`config.mk`:
```
export PLATFORM = sky130hd
export DESIGN_NAME = pipe_addsub_flat
export DESIGN_NICKNAME = d
export VERILOG_FILES = /design/src/rtl/pipe_addsub_if.sv /design/src/rtl/pipe_addsub.sv /design/src/flat_wrapper.sv
export SDC_FILE = /design/constraint.sdc
export NUM_CORES = 1
export LEC_CHECK = 0
export CAP_MARGIN = 20
export CORE_ASPECT_RATIO = 1.4
export CORE_UTILIZATION = 56
export DETAILED_ROUTE_END_ITERATION = 12
export PLACE_DENSITY = 0.91
export SYNTH_ARGS = -nofsm -noshare
export SYNTH_HDL_FRONTEND = slang
export SYNTH_SLANG_ARGS = --single-unit
export TNS_END_PERCENT = 50
```
`constraint.sdc`:
```
create_clock -name clk -period 2.6 [get_ports clk]
set_input_delay 0.78 -clock clk [delete_from_list [all_inputs] [get_ports clk]]
set_output_delay 0.78 -clock clk [all_outputs]
set_load 0.1 [all_outputs]
```
`src/rtl/pipe_addsub_if.sv`:
```
// Operand/result handshake bundle for pipe_addsub.
// master: the operand producer / result consumer; slave: the adder.
interface pipe_addsub_if #(
   parameter int unsigned WIDTH = 32
);
   logic             in_valid;
   logic             in_ready;
   logic [WIDTH-1:0] x;
   logic [WIDTH-1:0] y;
   logic             cin;
   logic             sub;
   logic             out_valid;
   logic             out_ready;
   logic [WIDTH-1:0] s;
   logic             cout;
   logic             ovf;

   modport master (
      output in_valid, x, y, cin, sub, out_ready,
      input  in_ready, out_valid, s, cout, ovf
   );

   modport slave (
      input  in_valid, x, y, cin, sub, out_ready,
      output in_ready, out_valid, s, cout, ovf
   );
endinterface

```
`src/rtl/pipe_addsub.sv`:
```
// Pipelined WIDTH-bit adder/subtractor: one CW-bit chunk per stage, chunk carry
// registered between stages, global stall, valid/ready on both sides.
module pipe_addsub #(
   parameter int unsigned WIDTH  = 32,
   parameter int unsigned STAGES = 4
) (
   input logic          clk,
   input logic          rst_n,
   pipe_addsub_if.slave addsub_io
);
   localparam int unsigned CW = WIDTH / STAGES;

   // Reject geometries that cannot be split into equal chunks.
   if (STAGES == 0 || (WIDTH % STAGES) != 0) begin : g_bad_geometry
      $error("pipe_addsub: WIDTH must be a nonzero multiple of STAGES");
   end

   // Per-stage state: operands still to be consumed, result chunks produced so
   // far, chunk carry and valid bit. Stage STAGES-1 is the output register.
   logic [STAGES-1:0] v_q, v_d;
   logic [STAGES-1:0] c_q, c_d;
   logic [WIDTH-1:0]  a_q [STAGES];
   logic [WIDTH-1:0]  a_d [STAGES];
   logic [WIDTH-1:0]  b_q [STAGES];
   logic [WIDTH-1:0]  b_d [STAGES];
   logic [WIDTH-1:0]  r_q [STAGES];
   logic [WIDTH-1:0]  r_d [STAGES];
   logic              ovf_q, ovf_d;
   logic [CW:0]       sum;
   logic              advance_c;

   // Chunk k of a + b + ci, with the chunk carry-out as the top bit.
   function automatic logic [CW:0] chunk_add(input logic [WIDTH-1:0] a,
                                             input logic [WIDTH-1:0] b,
                                             input int unsigned      k,
                                             input logic             ci);
      return {1'b0, a[k*CW +: CW]} + {1'b0, b[k*CW +: CW]} + (CW+1)'(ci);
   endfunction

   // Whole pipeline moves when the output slot is empty or being drained.
   always_comb begin
      advance_c = ~v_q[STAGES-1] | addsub_io.out_ready;
   end

   // Next state of every stage; everything holds while stalled.
   always_comb begin
      v_d   = v_q;
      c_d   = c_q;
      a_d   = a_q;
      b_d   = b_q;
      r_d   = r_q;
      ovf_d = ovf_q;
      sum   = '0;
      if (advance_c) begin
         // Stage 0 captures operands; y is inverted here, once, for subtract.
         a_d[0] = addsub_io.x;
         b_d[0] = addsub_io.sub ? ~addsub_io.y : addsub_io.y;
         r_d[0] = '0;
         v_d[0] = addsub_io.in_valid;
         sum    = chunk_add(a_d[0], b_d[0], 0,
                            addsub_io.sub ? ~addsub_io.cin : addsub_io.cin);
         r_d[0][CW-1:0] = sum[CW-1:0];
         c_d[0]         = sum[CW];
         // Later stages add their chunk using the carry registered upstream.
         for (int unsigned k = 1; k < STAGES; k++) begin
            a_d[k] = a_q[k-1];
            b_d[k] = b_q[k-1];
            r_d[k] = r_q[k-1];
            v_d[k] = v_q[k-1];
            sum    = chunk_add(a_q[k-1], b_q[k-1], k, c_q[k-1]);
            r_d[k][k*CW +: CW] = sum[CW-1:0];
            c_d[k]             = sum[CW];
         end
         // Carry into the MSB is a^b^s at that bit; overflow compares it to cout.
         ovf_d = a_d[STAGES-1][WIDTH-1] ^ b_d[STAGES-1][WIDTH-1]
               ^ r_d[STAGES-1][WIDTH-1] ^ c_d[STAGES-1];
      end
   end

   // Pipeline registers; reset discards in-flight transactions.
   always_ff @(posedge clk or negedge rst_n) begin
      if (!rst_n) begin
         v_q   <= '0;
         c_q   <= '0;
         ovf_q <= 1'b0;
         for (int unsigned k = 0; k < STAGES; k++) begin
            a_q[k] <= '0;
            b_q[k] <= '0;
            r_q[k] <= '0;
         end
      end else begin
         v_q   <= v_d;
         c_q   <= c_d;
         ovf_q <= ovf_d;
         for (int unsigned k = 0; k < STAGES; k++) begin
            a_q[k] <= a_d[k];
            b_q[k] <= b_d[k];
            r_q[k] <= r_d[k];
         end
      end
   end

   // Output side is the last stage register; in_ready follows the stall term.
   assign addsub_io.in_ready  = advance_c;
   assign addsub_io.out_valid = v_q[STAGES-1];
   assign addsub_io.s         = r_q[STAGES-1];
   assign addsub_io.cout      = c_q[STAGES-1];
   assign addsub_io.ovf       = ovf_q;

endmodule

```
`src/flat_wrapper.sv`:
```
// flat-port wrapper written by rule: the top's interface ports become plain ports
module pipe_addsub_flat 
#(
   parameter int unsigned WIDTH  = 32,
   parameter int unsigned STAGES = 4
)
  (clk, rst_n, addsub_io_in_valid, addsub_io_x, addsub_io_y, addsub_io_cin, addsub_io_sub, addsub_io_out_ready, addsub_io_in_ready, addsub_io_out_valid, addsub_io_s, addsub_io_cout, addsub_io_ovf);
  pipe_addsub_if #(.WIDTH(WIDTH)) addsub_io_i ();
  input logic clk;
  input logic rst_n;
  input wire logic [$bits(addsub_io_i.in_valid)-1:0] addsub_io_in_valid;
  input wire logic [$bits(addsub_io_i.x)-1:0] addsub_io_x;
  input wire logic [$bits(addsub_io_i.y)-1:0] addsub_io_y;
  input wire logic [$bits(addsub_io_i.cin)-1:0] addsub_io_cin;
  input wire logic [$bits(addsub_io_i.sub)-1:0] addsub_io_sub;
  input wire logic [$bits(addsub_io_i.out_ready)-1:0] addsub_io_out_ready;
  output wire logic [$bits(addsub_io_i.in_ready)-1:0] addsub_io_in_ready;
  output wire logic [$bits(addsub_io_i.out_valid)-1:0] addsub_io_out_valid;
  output wire logic [$bits(addsub_io_i.s)-1:0] addsub_io_s;
  output wire logic [$bits(addsub_io_i.cout)-1:0] addsub_io_cout;
  output wire logic [$bits(addsub_io_i.ovf)-1:0] addsub_io_ovf;
  assign addsub_io_i.in_valid = addsub_io_in_valid;
  assign addsub_io_i.x = addsub_io_x;
  assign addsub_io_i.y = addsub_io_y;
  assign addsub_io_i.cin = addsub_io_cin;
  assign addsub_io_i.sub = addsub_io_sub;
  assign addsub_io_i.out_ready = addsub_io_out_ready;
  assign addsub_io_in_ready = addsub_io_i.in_ready;
  assign addsub_io_out_valid = addsub_io_i.out_valid;
  assign addsub_io_s = addsub_io_i.s;
  assign addsub_io_cout = addsub_io_i.cout;
  assign addsub_io_ovf = addsub_io_i.ovf;
  pipe_addsub #(.WIDTH(WIDTH), .STAGES(STAGES)) u_core (.clk(clk), .rst_n(rst_n), .addsub_io(addsub_io_i));
endmodule
```
== Word-level counts from Yosys, hierarchy flattened ==
Index checks and enable logic that the tools add are counted.

* Flip-flop bits (word level): 281
* Input bits: 70
* Word-level logic and storage cells: 30

* Add/subtract/negate cells: 8
* Multiplexer cells: 2
* Bitwise logic cells: 7

{| class="wikitable"
|+ Operators by type and width
! cell !! number
|-
| $add A8 B8 Y9 || 4
|-
| $add A9 B1 Y9 || 4
|-
| $mux W32 || 1
|-
| $not A32 Y32 || 1
|-
| $xor A1 B1 Y1 || 3
|-
| $not A1 Y1 || 2
|-
| $mux W1 || 1
|-
| $or A1 B1 Y1 || 1
|}

== Longest topological paths before layout ==
* Depth after elaboration: 4
* Mapped depth: 11

== Least setup slack after synthesis ==
Ideal clock, no wire load.

* Path type: input -> register
* From: in addsub_io_sub
* To: reg u_core.r_q[102] in the netlist's numbering
* Setup time: 131 ps
* Arrival time: 2731 ps
* Required time: 2469 ps
* Setup slack: -262 ps
* Stages: 11
* Path buffers: 2
* Cell sequence: buf_2 buf_2 xor2_1 fa_1 inv_1 fa_1 nor2b_1 o21ai_1 a21boi_0 or3_1 nand3_1

* Word-level cells in the longest chain between the ends: 3
* Elaborated cells between the ends (all ways): 4

{| class="wikitable"
|+ RTL lines
! element !! line !! source
|-
| start: declaration || flat_wrapper.sv:15 || <nowiki>input wire logic [$bits(addsub_io_i.sub)-1:0] addsub_io_sub;</nowiki>
|-
| $mux W32 || pipe_addsub.sv:57 || <nowiki>b_d[0] = addsub_io.sub ? ~addsub_io.y : addsub_io.y;</nowiki>
|-
| $add A8 B8 Y9 || pipe_addsub.sv:37 || <nowiki>return {1'b0, a[k*CW +: CW]} + {1'b0, b[k*CW +: CW]} + (CW+1)'(ci);</nowiki>
|-
| $add A9 B1 Y9 (*) || pipe_addsub.sv:37 ||
|-
| end signal: indexed assignment || pipe_addsub.sv:98 || <nowiki>r_q[k] <= r_d[k];</nowiki>
|-
| end: declaration || pipe_addsub.sv:26 || <nowiki>logic [WIDTH-1:0] r_q [STAGES];</nowiki>
|}

Every way passes the cells marked *; elsewhere a longest branch is shown, timed or not.
A chain may end at the register's enable or synchronous reset.

== Final worst setup path ==
* From: in addsub_io_out_ready
* To: out addsub_io_in_ready

* Word-level cells in the longest chain between the ends: 1

{| class="wikitable"
|+ RTL lines
! element !! line !! source
|-
| start: declaration || flat_wrapper.sv:16 || <nowiki>input wire logic [$bits(addsub_io_i.out_ready)-1:0] addsub_io_out_ready;</nowiki>
|-
| $or A1 B1 Y1 || pipe_addsub.sv:42 || <nowiki>advance_c = ~v_q[STAGES-1] | addsub_io.out_ready;</nowiki>
|-
| end: declaration || flat_wrapper.sv:17 || <nowiki>output wire logic [$bits(addsub_io_i.in_ready)-1:0] addsub_io_in_ready;</nowiki>
|}

Every way passes these cells.

==> results.txt <==
The flow ran to the end, and the final reports show no timing, DRC or antenna violations. Relative to the synthesized area, the layout overhead comes to 18.3%. Setup repair after global routing left no endpoint under its margin. The total of max-cap violations came out at 0. The global-route usage over all layers came out at 24.3%.

By area the synthesized netlist is led by sky130_fd_sc_hd__dfrtp_1, sky130_fd_sc_hd__nand2_1, sky130_fd_sc_hd__ha_1. The biggest area consumer among synthesized cells is sky130_fd_sc_hd__dfrtp_1. The share of synthesized registers carrying an async set or reset is 100%. The sequential share of the synthesized area is 53.2%. TritonCTS built the clock tree.

The total area inside the core boundary comes to 0.0151 mm². In this run the tool buffered the top-level ports with 105 buffer cells. The worst setup path is launched from a primary input. Leaving out filler cells and counting taps, the final layout contains 1232.

The maximum buffer depth of the clock tree is 2. The worst endpoint required time came out at 1.82 ns. The H-tree was split into 4 levels.

The count of inserted antenna diode cells came out at 0. Summing all multi-input logic gate instances after layout gives 0.00354 mm². The number of nets in the layout came out at 1133. STA classifies the critical path endpoint as a primary output.

The global-route wire length before repair is 30400 µm. Across the routed clock network, the largest skew measured is 0.00928 ns. Once the floorplan was initialized, standard cells occupied 57.5% of the core. The total chip power is 14300 µW. The worst register-to-register path begins at u_core.b_q[80]$_DFFE_PN0P_. CTS placed an instance of sky130_fd_sc_hd__clkbuf_16 at the clock tree root. Dividing the detail-routed via count by the number of cells gives 5.29. The critical path is of the primary input to primary output type. The count of mapped cells out of synthesis came out at 962.

The total cell area at the placement stage came out at 0.00969 mm². The number of CTS-inserted buffers is 17. After synthesis, the largest area contributor takes up 53.2% of total cell area. Entering global routing, the biggest net connects 80 pins. The worst supply voltage drop on vdd is 1.03 mV. The combined flip-flop and latch cell area is 0.00463 mm².

The number of rows created at floorplan came out at 53. The most critical setup path has its startpoint at addsub_io_out_ready. The total number of clock tree sinks came out at 185. The clock latency on the worst-skew pair is 0.43 ns. After layout, the minimum clock period comes to 2.48 ns. The largest stage delay on the critical path is 0.45 ns. For this design, the slowest cell found on the critical path is sky130_fd_sc_hd__clkdlybuf4s50_1. The final-layout setup total negative slack came out at 0 ns.

The net count after synthesis is 1068. The number of DRC markers after the initial detailed-route iteration is 424. The most used flip-flop cell after synthesis is sky130_fd_sc_hd__dfrtp_1. The number of storage elements in the synthesis netlist came out at 185.

The die is 149 µm tall. The total non-filler cell area in the finished layout is 0.0103 mm². The number of setup violations in the final report is 0.

The number of enable flip-flop cells after synthesis is 0. The post-synthesis area per instance is 9.04 µm². The path type of the worst min-delay path is primary input to async pin. Along the worst path, the maximum fanout reaches 2. The count of nets left with antenna violations once routing finished came out at 0.

At the pin with the least slew margin, the transition time is 0.540 ns. The routability congestion estimate came out at 0.810. The part of the cycle the worst path needs is 95.5%. The fraction of layout cells with a size suffix above 1 is 10.3%.

At the worst endpoint, the arrival time is 1.70 ns. The total power per unit cell area is 1390 mW/mm². Once layout is complete, the utilization of the core stands at 68.0%. Across all register-to-register paths, the minimum setup slack is 0.23 ns. The die boundary width came out at 107 µm. The worst max-slew margin expressed relative to the limit came out at 64.0%. The signal on the critical path passes through clkdlybuf4s50_1 -> nor2b_4 -> inv_4 -> buf_12. The leakage power came out at 0.00513 µW.

The number of endpoints with negative hold slack in the final report is 0. The post-CTS clock slew at the launch and capture registers of the worst setup and hold paths is 0.07 ns. Yosys printed 0 warnings. The routed wire length per instance came out at 14.7 µm. The total routed wirelength is 18200 µm.

The number of global-route vias before repair came out at 6637. The post-synthesis instance area is 0.00870 mm². After synthesis, the netlist uses 47 different library cells. Timing would allow up to 0.403 GHz.

Grouping stages by cell kind, the critical path spends the most delay in buffers and inverters. The most common cell in the synthesized netlist is sky130_fd_sc_hd__nand2_1. The first detailed-routing pass took 6 iterations.

The post-DP HPWL is 12300 µm. The combined buffer and inverter count along the critical path came out at 3. The total number of vias is 6514. The number of top-level design ports is 106. The total congestion overflow is 0. The number of instances in the placed design is 1200.

Fill cells in the final layout number 1095. By count the netlist is led by sky130_fd_sc_hd__nand2_1, sky130_fd_sc_hd__dfrtp_1, sky130_fd_sc_hd__o21ai_0, sky130_fd_sc_hd__xnor2_1. After detailed routing, the number of remaining DRC violations is 0. The initial antenna violation count is 0.

The overall die area is 0.0160 mm². The final max-slew violation count came out at 0.
## path summary, 6_finish.rpt
path,cells past startpoint,end
setup / recovery,4,addsub_io_in_ready
setup reg to reg,7,u_core.c_q[2]$_DFFE_PN0P_
max in group asynchronous,2,u_core.a_q[63]$_DFFE_PN0P_
hold / removal,1,u_core.b_q[108]$_DFFE_PN0P_
hold reg to reg,1,u_core.v_q[3]$_DFFE_PN0P_
min in group clk,1,u_core.v_q[3]$_DFFE_PN0P_
## registers in the layout, summed over array words and instances (netlist names)
name,count
u_core.addsub_io.s,32
u_core.v_q,4
u_core.a_q,48
u_core.r_q,48
u_core.b_q,48
u_core.addsub_io.ovf,1
u_core.c_q,4
## final cells by class
| type | instances | share of cell area (%) |
|---|---|---|
| Inverter | 14 | 0.535 |
| Clock buffer | 17 | 4.13 |
| Multi-Input combinational cell | 681 | 34.4 |
| Tap cell | 192 | 2.33 |
| Sequential cell | 185 | 45.0 |
| Timing Repair Buffer | 128 | 12.0 |
| Clock inverter | 15 | 1.54 |
## timing repair
action,in CTS,in global routing
hold buffers,0,0
setup endpoints to repair,0,2
setup buffers,0,0
gates resized for setup,0,4
## stage by stage
stage          hold slack [ns]  setup slack, ns
3_5_place_dp             0.450           -0.393
3_3_place_gp             0.441           -0.315
5_1_grt                  0.356           0.0731
4_1_cts                  0.342           0.0227
2_1_floorplan            0.430           0.0115
6_report                 0.316            0.118
## layer usage
metal / share of wire [%] / global-route usage (%) / vias up
met5: 0 / 0 / -
met4: 4.2 / 13.2 / 0
met3: 4.0 / 3.79 / 56
met2: 53 / 42.7 / 179
met1: 39 / 28.4 / 3129
li1: - / - / 3150
## cells by family after synthesis
kind of cell | count (synthesis) | share of synthesized area, %
AOI/OAI and AO/OA | 106 | 7.31
xor gates and xnor gates | 53 | 5.34
adders and majority gates | 36 | 5.87
buffers and inverters | 96 | 6.34
DFF | 185 | 53.2
and+or+nand+nor | 486 | 21.9
## worst register-to-register path, stage by stage (launching register included)
cell and delay (ns):
sky130_fd_sc_hd__dfrtp_1 0.42, sky130_fd_sc_hd__fa_1 0.47, sky130_fd_sc_hd__fa_1 0.43, sky130_fd_sc_hd__a21o_1 0.20
sky130_fd_sc_hd__a21o_4 0.23, sky130_fd_sc_hd__a21oi_2 0.18, sky130_fd_sc_hd__a21oi_1 0.09, sky130_fd_sc_hd__o31a_1 0.24
## placed cells by master (no fill, tap or decap), drive strengths merged, types with 2 or more instances in the layout
| master | n |
|---|---|
| nand2 | 436 |
| dfrtp | 185 |
| clkdlybuf4s50 | 65 |
| buf | 60 |
| o21ai | 39 |
| xnor2 | 35 |
| a21oi | 34 |
| ha | 28 |
| nor2 | 23 |
| inv | 22 |
| clkbuf | 18 |
| xor2 | 18 |
| a21o | 8 |
| fa | 8 |
| o211ai | 7 |
| clkinv | 7 |
| nand3 | 5 |
| a211oi | 4 |
| or3 | 4 |
| nand4 | 4 |
| nor2b | 3 |
| nand2b | 2 |
| o2111ai | 2 |
| nor4 | 2 |
| and3 | 2 |
| o31ai | 2 |
| a41oi | 2 |
| o21bai | 2 |
| dlymetal6s2s | 2 |
| a21boi | 2 |
## power by group
part	internal [µW]	switching, µW	leakage [µW]
Clock	1290	1230	0.000288
Sequential	4180	776	0.00222
Combinational	2160	4650	0.00262
(Power assumes the default switching activity.)
